File: src/rtl/ccff_loader.sv
// ccff_loader: streams a word-wide bitstream MSB-first into the fabric
// configuration chain and gates the programming clock while shifting.
//
// Ports:
//   prog_clk, prog_reset   single clock, synchronous active-high reset
//   start, abort           load request pulse / abort level
//   word_valid, word_data  bitstream source word
//   word_ready             word accepted on word_valid & word_ready
//   ccff_head              serial bit into the chain
//   ccff_shift_en          prog clock enable (fabric shifts when high)
//   ccff_tail              chain output (used by the chain check)
//   busy, done, error      status; done and error are sticky
//   bit_count              bits shifted in the current phase
//
// Optional build macro: CCFF_CHAIN_CHECK_EN
//   When defined, each load is preceded by a chain-integrity check that
//   walks a single marker bit through the chain and times its arrival
//   at ccff_tail.

module ccff_loader #(
    parameter int BITSTREAM_SIZE = 29696,
    parameter int WORD_W         = 32,
    parameter int CNT_W          = 16
) (
    input  logic              prog_clk,
    input  logic              prog_reset,
    input  logic              start,
    input  logic              abort,
    input  logic              word_valid,
    input  logic [WORD_W-1:0] word_data,
    output logic              word_ready,
    output logic              ccff_head,
    output logic              ccff_shift_en,
    input  logic              ccff_tail,
    output logic              busy,
    output logic              done,
    output logic [1:0]        error,
    output logic [CNT_W-1:0]  bit_count
);

    localparam int WB_W = $clog2(WORD_W + 1);

    localparam logic [CNT_W-1:0] SIZE_C = CNT_W'(BITSTREAM_SIZE);
    localparam logic [WB_W-1:0]  WLAST  = WB_W'(WORD_W - 1);

    localparam logic [1:0] E_NONE  = 2'd0;
    localparam logic [1:0] E_ABORT = 2'd1;
`ifdef CCFF_CHAIN_CHECK_EN
    localparam logic [1:0] E_LEN   = 2'd2;
    localparam logic [1:0] E_EARLY = 2'd3;

    // Marker still missing two shifts past the expected length.
    localparam logic [CNT_W-1:0] LIMIT_C = CNT_W'(BITSTREAM_SIZE + 2);
`endif

    typedef enum logic [2:0] {
        S_IDLE,
        S_LOAD,
        S_SHIFT,
        S_DONE
`ifdef CCFF_CHAIN_CHECK_EN
        ,
        S_CHK_MARK,
        S_CHK_WAIT
`endif
    } state_t;

    state_t            state;
    logic [WORD_W-1:0] shreg;
    logic [WB_W-1:0]   wbit;
    logic [CNT_W-1:0]  cnt_inc;

    assign cnt_inc = bit_count + 1'b1;

`ifndef CCFF_CHAIN_CHECK_EN
    logic unused_tail;
    assign unused_tail = ccff_tail;
`endif

    always_ff @(posedge prog_clk) begin
        if (prog_reset) begin
            state         <= S_IDLE;
            word_ready    <= 1'b0;
            ccff_head     <= 1'b0;
            ccff_shift_en <= 1'b0;
            busy          <= 1'b0;
            done          <= 1'b0;
            error         <= E_NONE;
            bit_count     <= '0;
            shreg         <= '0;
            wbit          <= '0;
        end else if (abort && state != S_IDLE) begin
            state         <= S_IDLE;
            word_ready    <= 1'b0;
            ccff_head     <= 1'b0;
            ccff_shift_en <= 1'b0;
            busy          <= 1'b0;
            error         <= E_ABORT;
        end else begin
            unique case (state)
                S_IDLE: begin
                    // abort wins over a simultaneous start
                    if (start && !abort) begin
                        busy      <= 1'b1;
                        done      <= 1'b0;
                        error     <= E_NONE;
                        bit_count <= '0;
`ifdef CCFF_CHAIN_CHECK_EN
                        state         <= S_CHK_MARK;
                        ccff_head     <= 1'b1;
                        ccff_shift_en <= 1'b1;
`else
                        state      <= S_LOAD;
                        word_ready <= 1'b1;
`endif
                    end
                end

`ifdef CCFF_CHAIN_CHECK_EN
                S_CHK_MARK: begin
                    state     <= S_CHK_WAIT;
                    ccff_head <= 1'b0;
                    bit_count <= cnt_inc;
                end

                S_CHK_WAIT: begin
                    // bit_count equals the shifts done so far, so the
                    // marker reaches a correct tail when it hits SIZE.
                    if (ccff_tail) begin
                        ccff_shift_en <= 1'b0;
                        if (bit_count >= SIZE_C) begin
                            state      <= S_LOAD;
                            word_ready <= 1'b1;
                            bit_count  <= '0;
                        end else begin
                            state <= S_IDLE;
                            busy  <= 1'b0;
                            error <= E_EARLY;
                        end
                    end else if (bit_count == LIMIT_C) begin
                        state         <= S_IDLE;
                        ccff_shift_en <= 1'b0;
                        busy          <= 1'b0;
                        error         <= E_LEN;
                    end else begin
                        bit_count <= cnt_inc;
                    end
                end
`endif

                S_LOAD: begin
                    if (word_valid) begin
                        state         <= S_SHIFT;
                        word_ready    <= 1'b0;
                        ccff_shift_en <= 1'b1;
                        ccff_head     <= word_data[WORD_W-1];
                        shreg         <= word_data << 1;
                        wbit          <= '0;
                    end
                end

                S_SHIFT: begin
                    // the bit on ccff_head is taken by the fabric at
                    // this edge; count it and present the next one
                    bit_count <= cnt_inc;
                    if (cnt_inc == SIZE_C) begin
                        state         <= S_DONE;
                        ccff_shift_en <= 1'b0;
                        ccff_head     <= 1'b0;
                        busy          <= 1'b0;
                        done          <= 1'b1;
                    end else if (wbit == WLAST) begin
                        state         <= S_LOAD;
                        ccff_shift_en <= 1'b0;
                        ccff_head     <= 1'b0;
                        word_ready    <= 1'b1;
                    end else begin
                        ccff_head <= shreg[WORD_W-1];
                        shreg     <= shreg << 1;
                        wbit      <= wbit + 1'b1;
                    end
                end

                S_DONE: begin
                    state <= S_IDLE;
                end

                default: begin
                    state <= S_IDLE;
                end
            endcase
        end
    end

endmodule

File: config.mk
export PLATFORM = sky130hd
export DESIGN_NAME = ccff_loader
export DESIGN_NICKNAME = d
export VERILOG_FILES = /design/src/rtl/ccff_loader.sv
export SDC_FILE = /design/constraint.sdc
export NUM_CORES = 1
export LEC_CHECK = 0
export CORE_ASPECT_RATIO = 2
export CORE_MARGIN = 5
export CORE_UTILIZATION = 52
export DETAILED_ROUTE_END_ITERATION = 10
export PLACE_DENSITY = 0.85
export SETUP_SLACK_MARGIN = 0.1
export SLEW_MARGIN = 40
export SYNTH_ARGS = -nofsm -noshare
export SYNTH_HDL_FRONTEND = slang
export SYNTH_SLANG_ARGS = --single-unit
File: constraint.sdc
create_clock -name prog_clk -period 2.4 [get_ports prog_clk]
set_input_delay 0.36 -clock prog_clk [delete_from_list [all_inputs] [get_ports prog_clk]]
set_output_delay 0.36 -clock prog_clk [all_outputs]
set_load 0.05 [all_outputs]
=== Word-level counts from Yosys, hierarchy flattened ===
Index checks and enable logic that the tools add are counted.

* $add $sub $neg: 2
* Mux-type cells: 36
* Bitwise logic cells: 1
* Equality and inequality tests: 11
* Reductions and logical operators: 20

{| class="wikitable"
|+ Operator list
! cell !! count
|-
| 32-bit 2-to-1 mux || 3
|-
| 32-bit case mux with 2 select lines || 1
|-
| 16-bit case mux with 2 select lines || 1
|-
| 6-bit 2-to-1 mux || 3
|-
| 16-bit by 1-bit adder with 16-bit output (second input constant) || 1
|-
| 16-bit by 15-bit == test with 1-bit output (second input constant) || 1
|-
| 1-bit 2-to-1 mux || 16
|-
| 16-bit 2-to-1 mux || 1
|-
| 3-bit 2-to-1 mux || 4
|-
| 2-bit != test (second input constant) || 6
|-
| 6-bit case mux with 2 select lines || 1
|-
| 3-bit AND reduction || 4
|-
| 5-bit AND reduction || 2
|-
| 3-bit case mux with 3 select lines || 1
|-
| 1-bit case mux with 2 select lines || 4
|-
| 2-bit nonzero test || 4
|-
| 6-bit by 1-bit adder with 6-bit output (second input constant) || 1
|-
| 6-bit by 5-bit == test with 1-bit output (second input constant) || 1
|-
| 3-bit nonzero test || 2
|-
| 2-bit AND reduction || 2
|-
| 4-bit AND reduction || 1
|-
| 3-bit by 1-bit == test with 1-bit output (second input constant) || 1
|-
| 3-bit by 2-bit == test with 1-bit output (second input constant) || 1
|-
| 3-bit logical NOT || 1
|-
| other kinds (6) || 7
|}

* Output and inout port bits: 23
* Input port bits: 38
* Bits in registers: 63
* Word-level logic and storage cells: 80

=== Depth between registers and ports, before layout ===
Gate-level depths: netlist (run 1).

* Word-level depth: 5
* Gate-level depth with buffers: 8
* Gate-level depth less buffers: 7

=== Worst setup path before layout (run 1) ===
No wires, ideal clock.

* Kind: register to register
* From: register bit_count[0]
* To: register shreg[10]
* Buffers on the path: 1
* Data arrival time: 2.413 ns
* Path slack: -0.135 ns
* Setup time: 0.122 ns
* Cell stages (with the launch flop): 9
* Cell sequence: dfxtp_1 > ha_1 > and2_0 > and3_1 > mux2i_1 > and4_4 > nor2_1 > buf_2 > o311a_1

* Word-level cells in the longest chain between the ends: 4

{| class="wikitable"
|+ Ends and longest elaborated chain
! item !! line !! RTL
|-
| start, declared || 38 || <nowiki>output logic [CNT_W-1:0] bit_count</nowiki>
|-
| start signal, assigned || 165 || <nowiki>bit_count <= cnt_inc;</nowiki>
|-
| 16-bit by 1-bit adder with 16-bit output || 73 || <nowiki>assign cnt_inc = bit_count + 1'b1;</nowiki>
|-
| 16-bit by 15-bit == test with 1-bit output || 166 || <nowiki>if (cnt_inc == SIZE_C) begin</nowiki>
|-
| 2-bit != test (no line) || - ||
|-
| 5-bit AND reduction (no line) || - ||
|-
| end signal, assigned || 157 || <nowiki>shreg <= word_data << 1;</nowiki>
|-
| end signal, assigned || 179 || <nowiki>shreg <= shreg << 1;</nowiki>
|-
| end, declared || 69 || <nowiki>logic [WORD_W-1:0] shreg;</nowiki>
|}

Every way passes these cells.
A chain may end at the register's enable or synchronous reset.

=== Worst setup path in the final report (run 1) ===
* From: register bit_count[1]
* To: register word_ready

* Word-level cells in the longest chain between the ends: 4

{| class="wikitable"
|+ Ends and longest elaborated chain
! item !! line !! RTL
|-
| 16-bit by 1-bit adder with 16-bit output || 73 ||
|-
| 16-bit by 15-bit == test with 1-bit output || 166 ||
|-
| 2-bit != test (no line) || - ||
|-
| 5-bit AND reduction (no line) || - ||
|-
| end signal, assigned || 83 || <nowiki>word_ready <= 1'b0;</nowiki>
|-
| end signal, assigned || 94 || <nowiki>word_ready <= 1'b0;</nowiki>
|-
| end signal, assigned || 176 || <nowiki>word_ready <= 1'b1;</nowiki>
|-
| end, declared || 31 || <nowiki>output logic word_ready,</nowiki>
|}

Every way passes these cells.

==> results of run 1 <==
[kinds of logic after synthesis]
logic type / count (synthesis)
adders and majority gates: 2
muxes: 32
buffers and inverters: 35
xor gates and xnor gates: 2
other: 1
AOI/OAI and AO/OA: 125
DFF: 61
and+or+nand+nor: 98
[cells in the mapped netlist, types with 4 or more instances]
library cell	n	area share (%)
clkbuf_1	19	2.3
buf_2	7	1.1
nand2_1	23	2.8
dfxtp_1	61	39
o21ai_0	44	7.1
o211ai_1	4	0.96
mux2i_1	32	10
inv_1	5	0.60
nand2b_1	5	1.0
a21oi_1	17	2.7
o311a_1	31	10
nand3_1	9	1.4
nor3_1	4	0.64
and3_1	5	1.0
nor2_1	30	3.6
a311oi_1	8	2.2
[stage by stage]
step | power, µW | instances
2_1_floorplan | 1210 | 356
3_3_place_gp | 1310 | 481
3_5_place_dp | 1320 | 481
4_1_cts | 2710 | 496
5_1_grt | 2790 | 496
6_report | 2700 | 496
[worst max-delay path, stage by stage (launching register included)]
cell	delay, ns
dfxtp_4	0.37
nand3_1	0.12
buf_4	0.19
nor3_1	0.37
a311o_1	0.31
and4_4	0.25
buf_4	0.18
nor2_1	0.08
o31a_1	0.23
[how the worst min path moves through the flow]
stage | from | end | slack, ns | cells after the start
after CTS | wbit[5]$_SDFFE_PP0P_ | wbit[5]$_SDFFE_PP0P_ | 0.48 | 2
after detailed placement | wbit[5]$_SDFFE_PP0P_ | wbit[5]$_SDFFE_PP0P_ | 0.47 | 2
after global placement | wbit[5]$_SDFFE_PP0P_ | wbit[5]$_SDFFE_PP0P_ | 0.46 | 2
final | wbit[5]$_SDFFE_PP0P_ | wbit[5]$_SDFFE_PP0P_ | 0.48 | 2
after floorplan | prog_reset | bit_count[15]$_SDFFE_PP0P_ | 0.43 | 1
after global routing | wbit[5]$_SDFFE_PP0P_ | wbit[5]$_SDFFE_PP0P_ | 0.50 | 2
[layout make-up]
| class | count | share of cell area (%) |
|---|---|---|
| Clock inverter | 4 | 1.63 |
| Inverter | 6 | 0.524 |
| Tap cell | 63 | 1.84 |
| Multi-Input combinational cell | 260 | 41.3 |
| Timing Repair Buffer | 91 | 20.0 |
| Sequential cell | 61 | 28.8 |
| Clock buffer | 11 | 5.91 |
[flip-flops by register name, indices dropped and copies added, names as in the netlist]
signal / count
busy: 1
state: 2
error: 1
ccff_head: 1
ccff_shift_en: 1
done: 1
wbit: 6
bit_count: 16
word_ready: 1
shreg: 31
[metal layers]
| metal | global-route usage [%] | part of all wire, % |
|---|---|---|
| met1 | 27.3 | 40 |
| met2 | 38.5 | 51 |
| met3 | 7.17 | 5.9 |
| met4 | 10.9 | 2.5 |
| met5 | 0 | 0 |
[cells in the final DEF, fill, tap and decap left out, types with 3 or more instances in the layout]
cell type	instances
a311oi_1	8
nor3_1	4
nor4_1	3
buf_4	30
a21oi_1	17
nand2b_1	4
nand2_1	22
o211ai_1	4
clkdlybuf4s50_1	58
o22ai_1	3
a22oi_1	3
o311a_1	31
dfxtp_1	51
clkbuf_16	10
nand3_1	9
nand4_1	3
o21ai_0	42
inv_1	5
and3_1	5
mux2i_1	32
o21ai_1	3
dfxtp_2	8
nor2_1	29
[where the power goes]
| group | switching (µW) | internal (µW) |
|---|---|---|
| combinational | 119 | 126 |
| sequential | 18.1 | 1040 |
| clock | 436 | 961 |
| total | 573 | 2130 |
==> summary.txt, run 1 <==
Critical path
  – Reg2reg start: bit_count[1]$_SDFFE_PP0P_
  – Launch point of the worst path: bit_count[1]$_SDFFE_PP0P_
  – Reg-to-reg slack, setup: about 0.18 ns
  – End of the critical path: word_ready$_SDFFE_PP0P_
  – Worst r2r dst: word_ready$_SDFFE_PP0P_
  – R2r worst-path depth: 8
  – Worst setup SP type: register
  – Crit Path Class: reg -> reg
  – Worst Path Arrival: approximately 2.4 ns
  – Crit-path max FO: 12
  – Crit. End Element: register
  – Critical Path RT: ~2.6 ns

Synthesis
  – Fraction of the yosys area taken by sequential cells: about two fifths
  – Synth Area in XOR/XNOR: less than 1%
  – Number of flops mapped to enable cells by yosys: 0
  – Ys Warns: 0
  – Simple-gate share of the synthesized area: ~16%
  – Asr flop ratio synth: 0%
  – Yosys cell types: 54
  – Post-synthesis adder-cell area fraction: less than 1%
  – Cell Area, Synth: roughly 3100 µm²
  – Syn nets: between 300 and 400
  – Ys flop type: dfxtp_1
  – Synthesized area per cell: between 8 and 9 µm²
  – Compound-Gate Fraction of Synth Area: 28.5%
  – FF+latch count, synth: 61
  – Mapped Cells: 356
  – Combinational family with the most area after synthesis: compound AO/OA/AOI/OAI gates
  – Mux cell area share after synthesis: 10.3%

Layout
  – Nets@finish: 469
  – Share of layout cells above drive strength 1: between 15 and 20%
  – Post-layout util: approximately 73%
  – Post-layout instance area: between 4000 and 5000 µm²
  – FILL cells: 441
  – Diode count: 0
  – Area Overhead vs Synth: 37.9%
  – Multi-input logic area: approximately 1800 µm²
  – Storage cell area: about 1200 µm²

Clock network
  – TritonCTS clock tree: built
  – Hold-fix buffers at CTS: 0
  – Resized Gates After CTS: 0
  – CTS sink count: a little over 60
  – Clock transition at path regs: around 0.05 ns
  – Post-CTS setup buffer count: 0
  – Clock Latency Late Sink: 0.33 ns
  – H-tree levels: 3
  – CTS Buffer Depth: 2
  – Root buf cell: clkbuf_16
  – Total CTS buffers: 9

Detailed routing
  – Antenna Nets Post-Route: 0
  – Avg WL per Cell: around 18 µm
  – DRC viols: 0
  – Drt first pass iters: 6
  – 1st-iter DRT viols: 205
  – Routed via count: 3191
  – Routed vias/inst: about 6.4
  – DRT Wirelength: a little under 9 mm

Placed design
  – Port Buf Inserts: 58
  – Post-detail-place hpwl: between 5 and 6 mm
  – RePlAce Congestion: 0.836
  – Pre-CTS WS: around 0.16 ns
  – Placed cell area: a little under 4000 µm²

Timing
  – WHS: ~0.48 ns
  – Clock skew: roughly 0.0058 ns
  – Setup WS post-layout: around 0.18 ns
  – Fin crit period: approximately 2.2 ns
  – Final hold vios: 0
  – Total Neg Setup Slack: 0 ns
  – Tcrit/Tclk final: around 90%
  – Slew Limit Headroom: between 50 and 60%
  – Worst-Margin Slew: 0.706 ns
  – Max-slew violations: 0
  – Max Fclk: between 0.4 and 0.5 GHz
  – Setup repair after global routing missed its margin: false
  – Endpoints failing setup: 0

Outcome
  – Outcome: finished clean

Die
  – Ports: approximately 60
  – Placeable Area: a little under 6000 µm²
  – Die Ht: between 100 and 150 µm
  – Die width: 64.7 µm
  – Rows: 40
  – Die area: 7730 µm²
  – Starting Density: between 50% and 60%

Worst hold path
  – Worst min-delay path category: reg -> reg

Global routing
  – First-pass GRT wire length: around 15 mm
  – GRT Overall Usage: 23.4%
  – Total gr overflow: 0
  – Vias in the first global route: between 3000 and 4000
  – Largest net degree at the start of global routing: 36
  – Initial antenna violation count: 0

Power
  – Worst VDD drop: between 600 and 700 µV
  – Leakage: roughly 0.0019 µW
  – Pwr Density: 629 nW/µm²

Job
  – Max-cap violations: 0
Note: power is estimated with default switching activity, not from simulation.
==> run 2, diff against run 1 <==
--- a/config.mk
+++ b/config.mk
@@ -7,9 +7,9 @@
 export LEC_CHECK = 0
 export CORE_ASPECT_RATIO = 2
 export CORE_MARGIN = 5
-export CORE_UTILIZATION = 52
+export CORE_UTILIZATION = 26
 export DETAILED_ROUTE_END_ITERATION = 10
-export PLACE_DENSITY = 0.85
+export PLACE_DENSITY = 0.55
 export SETUP_SLACK_MARGIN = 0.1
 export SLEW_MARGIN = 40
 export SYNTH_ARGS = -nofsm -noshare
==> summary.txt, run 2 (synthesized netlist as in run 1, its figures left out) <==
Layout
  – Area Overhead vs Synth: 39.1%
  – Share of layout cells above drive strength 1: between 10% and 20%
  – FILL cells: 1218
  – Max FFs per register: 31
  – Biggest register: shreg
  – Cell Count, Final, Fillers Out: between 500 and 600
  – Most frequent cells in the layout: 58 x clkdlybuf4s50_1, 51 x dfxtp_1, 44 x o21ai_0
  – Most common cell after layout, fill and taps aside: clkdlybuf4s50_1
  – Diode count: 0
  – Nets@finish: around 460
  – Largest regs: shreg (31), bit_count (16), wbit (6)

Placed design
  – Pre-CTS WS: 0.0297 ns
  – DP Cell Count: around 550
  – Port Buf Inserts: 58
  – Post-detail-place hpwl: 6.42 mm
  – RePlAce Congestion: about 0.78

Detailed routing
  – DRT Wirelength: 9.17 mm
  – Routed vias/inst: roughly 5.4
  – Antenna Nets Post-Route: 0
  – 1st-iter DRT viols: 75
  – Avg WL per Cell: between 15 and 20 µm
  – Routed via count: about 3000
  – Drt first pass iters: 7
  – DRC viols: 0

Worst hold path
  – Worst hold start: wbit[5]$_SDFFE_PP0P_
  – Worst min-delay path category: reg -> reg
  – Worst Hold End: wbit[5]$_SDFFE_PP0P_
  – WHS Path Cells: 2

Timing
  – Clock skew: between 0.005 and 0.006 ns
  – Final hold vios: 0
  – Worst-Margin Slew: 0.573 ns
  – Max-slew violations: 0
  – Fin crit period: 2.21 ns
  – Total Neg Setup Slack: 0 ns
  – Slew Limit Headroom: between 60% and 70%
  – Setup repair after global routing missed its margin: false
  – Tcrit/Tclk final: between 90 and 100%
  – Max Fclk: between 0.4 and 0.5 GHz
  – WHS: about 0.48 ns
  – Setup WS post-layout: roughly 0.19 ns
  – Endpoints failing setup: 0

Critical path
  – Crit-path max FO: 8
  – Critical Path, Cell by Cell: nand4_2 -> o311a_1 -> a311o_1 -> and4_4 -> buf_4 -> or4_1 -> o21ai_0
  – Critical Path RT: around 2.7 ns
  – Worst r2r dst: wbit[4]$_SDFFE_PP0P_
  – Crit Path Class: reg -> reg
  – Crit path buf inv count: 1
  – Worst setup SP type: register
  – R2r worst-path depth: 7
  – Worst Path Arrival: between 2 and 2.5 ns
  – Reg-to-reg slack, setup: 0.19 ns
  – Crit path max-delay family: simple AND/OR/NAND/NOR gates
  – CP max-delay cell: or4_1
  – Reg2reg start: bit_count[4]$_SDFFE_PP0P_
  – Crit. End Element: register
  – CP max stage delay: about 0.45 ns

Global routing
  – Largest net degree at the start of global routing: 36
  – Vias in the first global route: roughly 3000
  – GR Util met1: roughly 14%
  – Total gr overflow: 0
  – Global Route met3 Usage: approximately 2.4%
  – GRT Overall Usage: between 10% and 20%
  – Initial antenna violation count: 0
  – First-pass GRT wire length: ~15 mm
  – Gr busiest metal: met2
  – Met2 Use GR: between 20% and 30%

Job
  – Max-cap violations: 0

Power
  – Leakage: approximately 0.0019 µW
  – Worst VDD drop: about 430 µV
  – Pwr Density: approximately 640 nW/µm²

Clock network
  – Clock Latency Late Sink: approximately 0.33 ns
  – CTS sink count: 61
  – Clock transition at path regs: 0.06 ns
  – Hold-fix buffers at CTS: 0
  – TritonCTS clock tree: built
  – Total CTS buffers: 9
  – H-tree levels: 3
  – CTS Buffer Depth: 2
  – Root buf cell: clkbuf_16

Die
  – Die width: 87.4 µm
  – Ports: 61
  – Die area: around 14000 µm²
  – Rows: 56
  – Placeable Area: approximately 12000 µm²
  – Starting Density: roughly a quarter
  – Die Ht: 165 µm

Outcome
  – Outcome: finished clean
## run 2: cell count changes in the layout (fill, tap and decap cells not counted), moves of 2 or more
cell,delta
o21ai_1,-2
buf_12,+2
buf_4,-14
o21ai_0,+2
## run 2: where the power goes
group | total [µW] | switching [µW] | internal, µW
clock network | 1450 | 481 | 968
logic | 247 | 119 | 128
registers | 1060 | 17.5 | 1040
total | 2750 | 618 | 2130
## run 2: worst register-to-register path, stage by stage, from the launching register on
cell and delay (ns):
dfxtp_2 0.40, nand4_2 0.18, o311a_1 0.36, a311o_1 0.32, and4_4 0.19, buf_4 0.14
or4_1 0.45, o21ai_0 0.08
## run 2: layout make-up
cell class	instances	area (µm²)	share of cell area, %
multi-input combinational	260	1770	40.9
sequential	61	1240	28.7
timing repair buffer	78	781	18.0
clock buffer	10	250	5.78
tap	145	181	4.19
clock inverter	6	83.8	1.94
inverter	6	22.5	0.520
## run 2: worst max-delay path by stage
stage | from | endpoint | slack, ns | depth (start not counted)
CTS | bit_count[0]$_SDFFE_PP0P_ | shreg[15]$_SDFFE_PP0P_ | 0.11 | 8
global placement | bit_count[0]$_SDFFE_PP0P_ | shreg[19]$_SDFFE_PP0P_ | 0.08 | 8
floorplan | bit_count[8]$_SDFFE_PP0P_ | shreg[10]$_SDFFE_PP0P_ | 0.11 | 7
global route | bit_count[4]$_SDFFE_PP0P_ | wbit[4]$_SDFFE_PP0P_ | 0.08 | 7
detailed placement | bit_count[0]$_SDFFE_PP0P_ | shreg[21]$_SDFFE_PP0P_ | 0.03 | 8
finish | bit_count[4]$_SDFFE_PP0P_ | wbit[4]$_SDFFE_PP0P_ | 0.19 | 7
## run 2: per-stage QoR
stage	area [µm²]	power [µW]	utilization, %
3_5_place_dp	3950	1330	33.6
5_1_grt	4330	2860	36.8
3_3_place_gp	3950	1330	33.6
4_1_cts	4310	2790	36.6
2_1_floorplan	3130	1210	-
6_report	4330	2750	36.8
## run 2: repair_timing
item,in CTS,in global routing
setup endpoints to repair,30,38
setup buffers,3,0
pin swaps,1,1
hold endpoints to repair,0,0
resized for setup,1,6
## run 2: routing by layer
metal | routed length (µm) | vias up
met1 | 3360 | 1445
met5 | 0 | -
met2 | 5260 | 79
li1 | - | 1489
met3 | 347 | 20
met4 | 204 | 0
==> run 3, diff against run 2 <==
--- a/config.mk
+++ b/config.mk
@@ -5,11 +5,13 @@
 export SDC_FILE = /design/constraint.sdc
 export NUM_CORES = 1
 export LEC_CHECK = 0
+export ABC_AREA = 1
 export CORE_ASPECT_RATIO = 2
 export CORE_MARGIN = 5
 export CORE_UTILIZATION = 26
 export DETAILED_ROUTE_END_ITERATION = 10
-export PLACE_DENSITY = 0.55
+export DONT_BUFFER_PORTS = 1
+export PLACE_DENSITY = 0.48
 export SETUP_SLACK_MARGIN = 0.1
 export SLEW_MARGIN = 40
 export SYNTH_ARGS = -nofsm -noshare
==> summary.txt, run 3 <==
Synthesis
  – Yosys top cell area share: 35.7%
  – Mapped Cells: about 560
  – Yosys cell types: 28
  – FF+latch count, synth: 61
  – Cell Area, Synth: between 3000 and 4000 µm²
  – Syn nets: 604
  – Cell with the most instances after synthesis: nand2_1
  – Ys flop type: dfxtp_1
  – Compound-Gate Fraction of Synth Area: about a tenth
  – Post-synthesis adder-cell area fraction: less than 1%
  – Post-synth top cells: 184 x nand2_1, 96 x nor2_1, 79 x inv_1
  – Asr flop ratio synth: 0%
  – Synth Area in XOR/XNOR: 0.768%
  – Top cell type by total area after synthesis: dfxtp_1
  – Ys Warns: 0
  – Number of flops mapped to enable cells by yosys: 0
  – Synthesized area per cell: 6.06 µm²
  – Mux cell area share after synthesis: 0%
  – Ranking of synthesized cells by area: dfxtp_1 36%, nand2_1 20%, nor2_1 11%
  – Fraction of the yosys area taken by sequential cells: a little over a third
  – Simple-gate share of the synthesized area: between 40% and 50%
  – Combinational family with the most area after synthesis: simple AND/OR/NAND/NOR gates

Timing
  – Setup repair after global routing missed its margin: true
  – Fin crit period: about 2.2 ns
  – Worst-Margin Slew: 0.643 ns
  – Max-slew violations: 0
  – Setup WS post-layout: 0.161 ns
  – Max Fclk: 0.447 GHz
  – Endpoints failing setup: 0
  – Total Neg Setup Slack: 0 ns
  – Clock skew: about 0.013 ns
  – Slew Limit Headroom: a little under three fifths
  – Tcrit/Tclk final: just over 90%
  – Final hold vios: 0

Critical path
  – Launch point of the worst path: bit_count[1]$_SDFFE_PP0P_
  – Critical Path, Cell by Cell: ha_4 -> nand3_1 -> nor2_2 -> nand3_1 -> nand2_1 -> nand2_1 -> nand3_2 -> nor2_4 -> nand2_2 -> nand2_2 -> nand2_4 -> nand3_4 -> clkbuf_16 -> nand2_1 -> nand2_1 -> nor2_1
  – CP max stage delay: 0.37 ns
  – Crit Path Class: reg -> reg
  – Crit path max-delay family: simple AND/OR/NAND/NOR gates
  – Cell mode on critical path: nand2_1
  – Critical Path RT: 2.66 ns
  – Crit-path max FO: 6
  – Crit. End Element: register
  – Worst Path Arrival: roughly 2.5 ns
  – Worst setup SP type: register
  – Reg2reg start: bit_count[1]$_SDFFE_PP0P_
  – CP max-delay cell: dfxtp_4
  – Reg-to-reg slack, setup: between 0.15 and 0.2 ns
  – Crit path buf inv count: 1

Die
  – Starting Density: a little over a quarter
  – Die Ht: around 170 µm
  – Die width: around 90 µm
  – Placeable Area: ~13000 µm²
  – Rows: between 50 and 60
  – Ports: 61
  – Die area: around 16000 µm²

Layout
  – Biggest register: shreg
  – Most common cell after layout, fill and taps aside: nand2_1
  – Share of layout cells above drive strength 1: about a fifth
  – Nets@finish: around 640
  – Largest regs: shreg (31), bit_count (16), wbit (6)
  – Max FFs per register: 31
  – FILL cells: ~1400
  – Diode count: 0
  – Most frequent cells in the layout: 175 x nand2_1, 87 x nor2_1, 77 x inv_1
  – Area Overhead vs Synth: 30.7%

Power
  – Pwr Density: 911 nW/µm²
  – Leakage: approximately 0.0021 µW
  – Worst VDD drop: 461 µV
  – Final Power: a little over 4000 µW

Global routing
  – GRT Overall Usage: 12.0%
  – Total gr overflow: 0
  – First-pass GRT wire length: ~15 mm
  – Largest net degree at the start of global routing: 65
  – Initial antenna violation count: 0
  – Vias in the first global route: between 3000 and 4000

Detailed routing
  – DRC viols: 0
  – 1st-iter DRT viols: between 100 and 150
  – DRT Wirelength: roughly 9.9 mm
  – Antenna Nets Post-Route: 0
  – Drt first pass iters: 4
  – Routed via count: 3474
  – Avg WL per Cell: about 13 µm
  – Routed vias/inst: between 4 and 5

Clock network
  – CTS Buffer Depth: 2
  – CTS sink count: just over 60
  – H-tree levels: 3
  – Root buf cell: clkbuf_16
  – Total CTS buffers: 9
  – TritonCTS clock tree: built
  – Clock transition at path regs: approximately 0.06 ns
  – Clock Latency Late Sink: between 0.3 and 0.4 ns

Placed design
  – Pre-CTS WS: roughly 0.032 ns
  – RePlAce Congestion: between 0.7 and 0.8
  – Post-detail-place hpwl: between 6 and 7 mm
  – Port Buf Inserts: 0

Worst hold path
  – Worst min-delay path category: in -> reg
  – Worst hold start: prog_reset

Outcome
  – Outcome: finished clean

Job
  – Max-cap violations: 0
run 3: cell count changes in the layout (fill, tap and decap cells not counted), moves of 9 or more:
cell,change
buf_4,+25
clkdlybuf4s50_1,-58
inv_1,+72
mux2i_1,-31
nand2_1,+153
nand2_2,+10
nor2_1,+58
nor2_2,+9
o311a_1,-31
run 3: area by class of cell:
class,count,area (µm²),area share (%)
Clock inverter,5,82.6,1.85
Clock buffer,11,253,5.66
Inverter,79,297,6.64
Tap cell,152,190,4.26
Multi-Input combinational cell,402,1940,43.3
Timing Repair Buffer,51,479,10.7
Sequential cell,61,1230,27.6
run 3: worst paths after layout:
check | endpoint | cells after the start
max | shreg[16]$_SDFFE_PP0P_ | 16
min reg2reg | shreg[1]$_SDFFE_PP0P_ | 2
max reg2reg | shreg[16]$_SDFFE_PP0P_ | 16
min | bit_count[3]$_SDFFE_PP0P_ | 1
run 3: repair_timing:
| item | CTS | global route |
|---|---|---|
| endpoints found under the setup margin | 36 | 37 |
| hold buffers | 0 | 0 |
| buffers inserted | 1 | 9 |
| resized for setup | 2 | 46 |
| pin swaps | 0 | 19 |
| gates cloned | 1 | 5 |
run 3: power by group:
| group | leakage (µW) | switching [µW] | internal [µW] | total, µW |
|---|---|---|---|---|
| Sequential | 0.000501 | 141 | 1230 | 1370 |
| Clock | 0.000154 | 488 | 965 | 1450 |
| Combinational | 0.00145 | 728 | 513 | 1240 |
run 3: layer usage:
layer  vias up  wire (µm)  GRT usage, %
li1       1806          -             -
met1      1591       3780          11.5
met2        60       5510          23.2
met3        17        320          3.13
met4         0        267          5.75
met5         -          0             0
run 3: logic make-up (layout without fill, tap and decap cells):
group | after synthesis | count (layout)
fa+ha+maj | 2 | 2
other cells | 1 | 1
flops | 61 | 61
buf+inv | 103 | 146
simple gates | 331 | 333
compound gates | 63 | 63
xor+xnor | 3 | 3
run 3: worst register-to-register path: stages (launching register included):
cell,delay (ns)
dfxtp_4,0.37
ha_4,0.16
nand3_1,0.13
nor2_2,0.20
nand3_1,0.12
nand2_1,0.08
nand2_1,0.08
nand3_2,0.11
nor2_4,0.05
nand2_2,0.08
nand2_2,0.07
nand2_4,0.11
nand3_4,0.19
clkbuf_16,0.24
nand2_1,0.05
nand2_1,0.04
nor2_1,0.09
run 3: stage by stage:
stage | cell area [µm²] | cells | utilization, % | hold WS [ns]
global route | 4470 | 761 | 34.4 | 0.0795
floorplan | 3420 | 564 | - | 0.437
CTS | 4130 | 747 | 31.8 | 0.0777
detailed placement | 3770 | 729 | 29.0 | 0.439
finish | 4470 | 761 | 34.4 | 0.0977
global placement | 3770 | 729 | 29.0 | 0.438
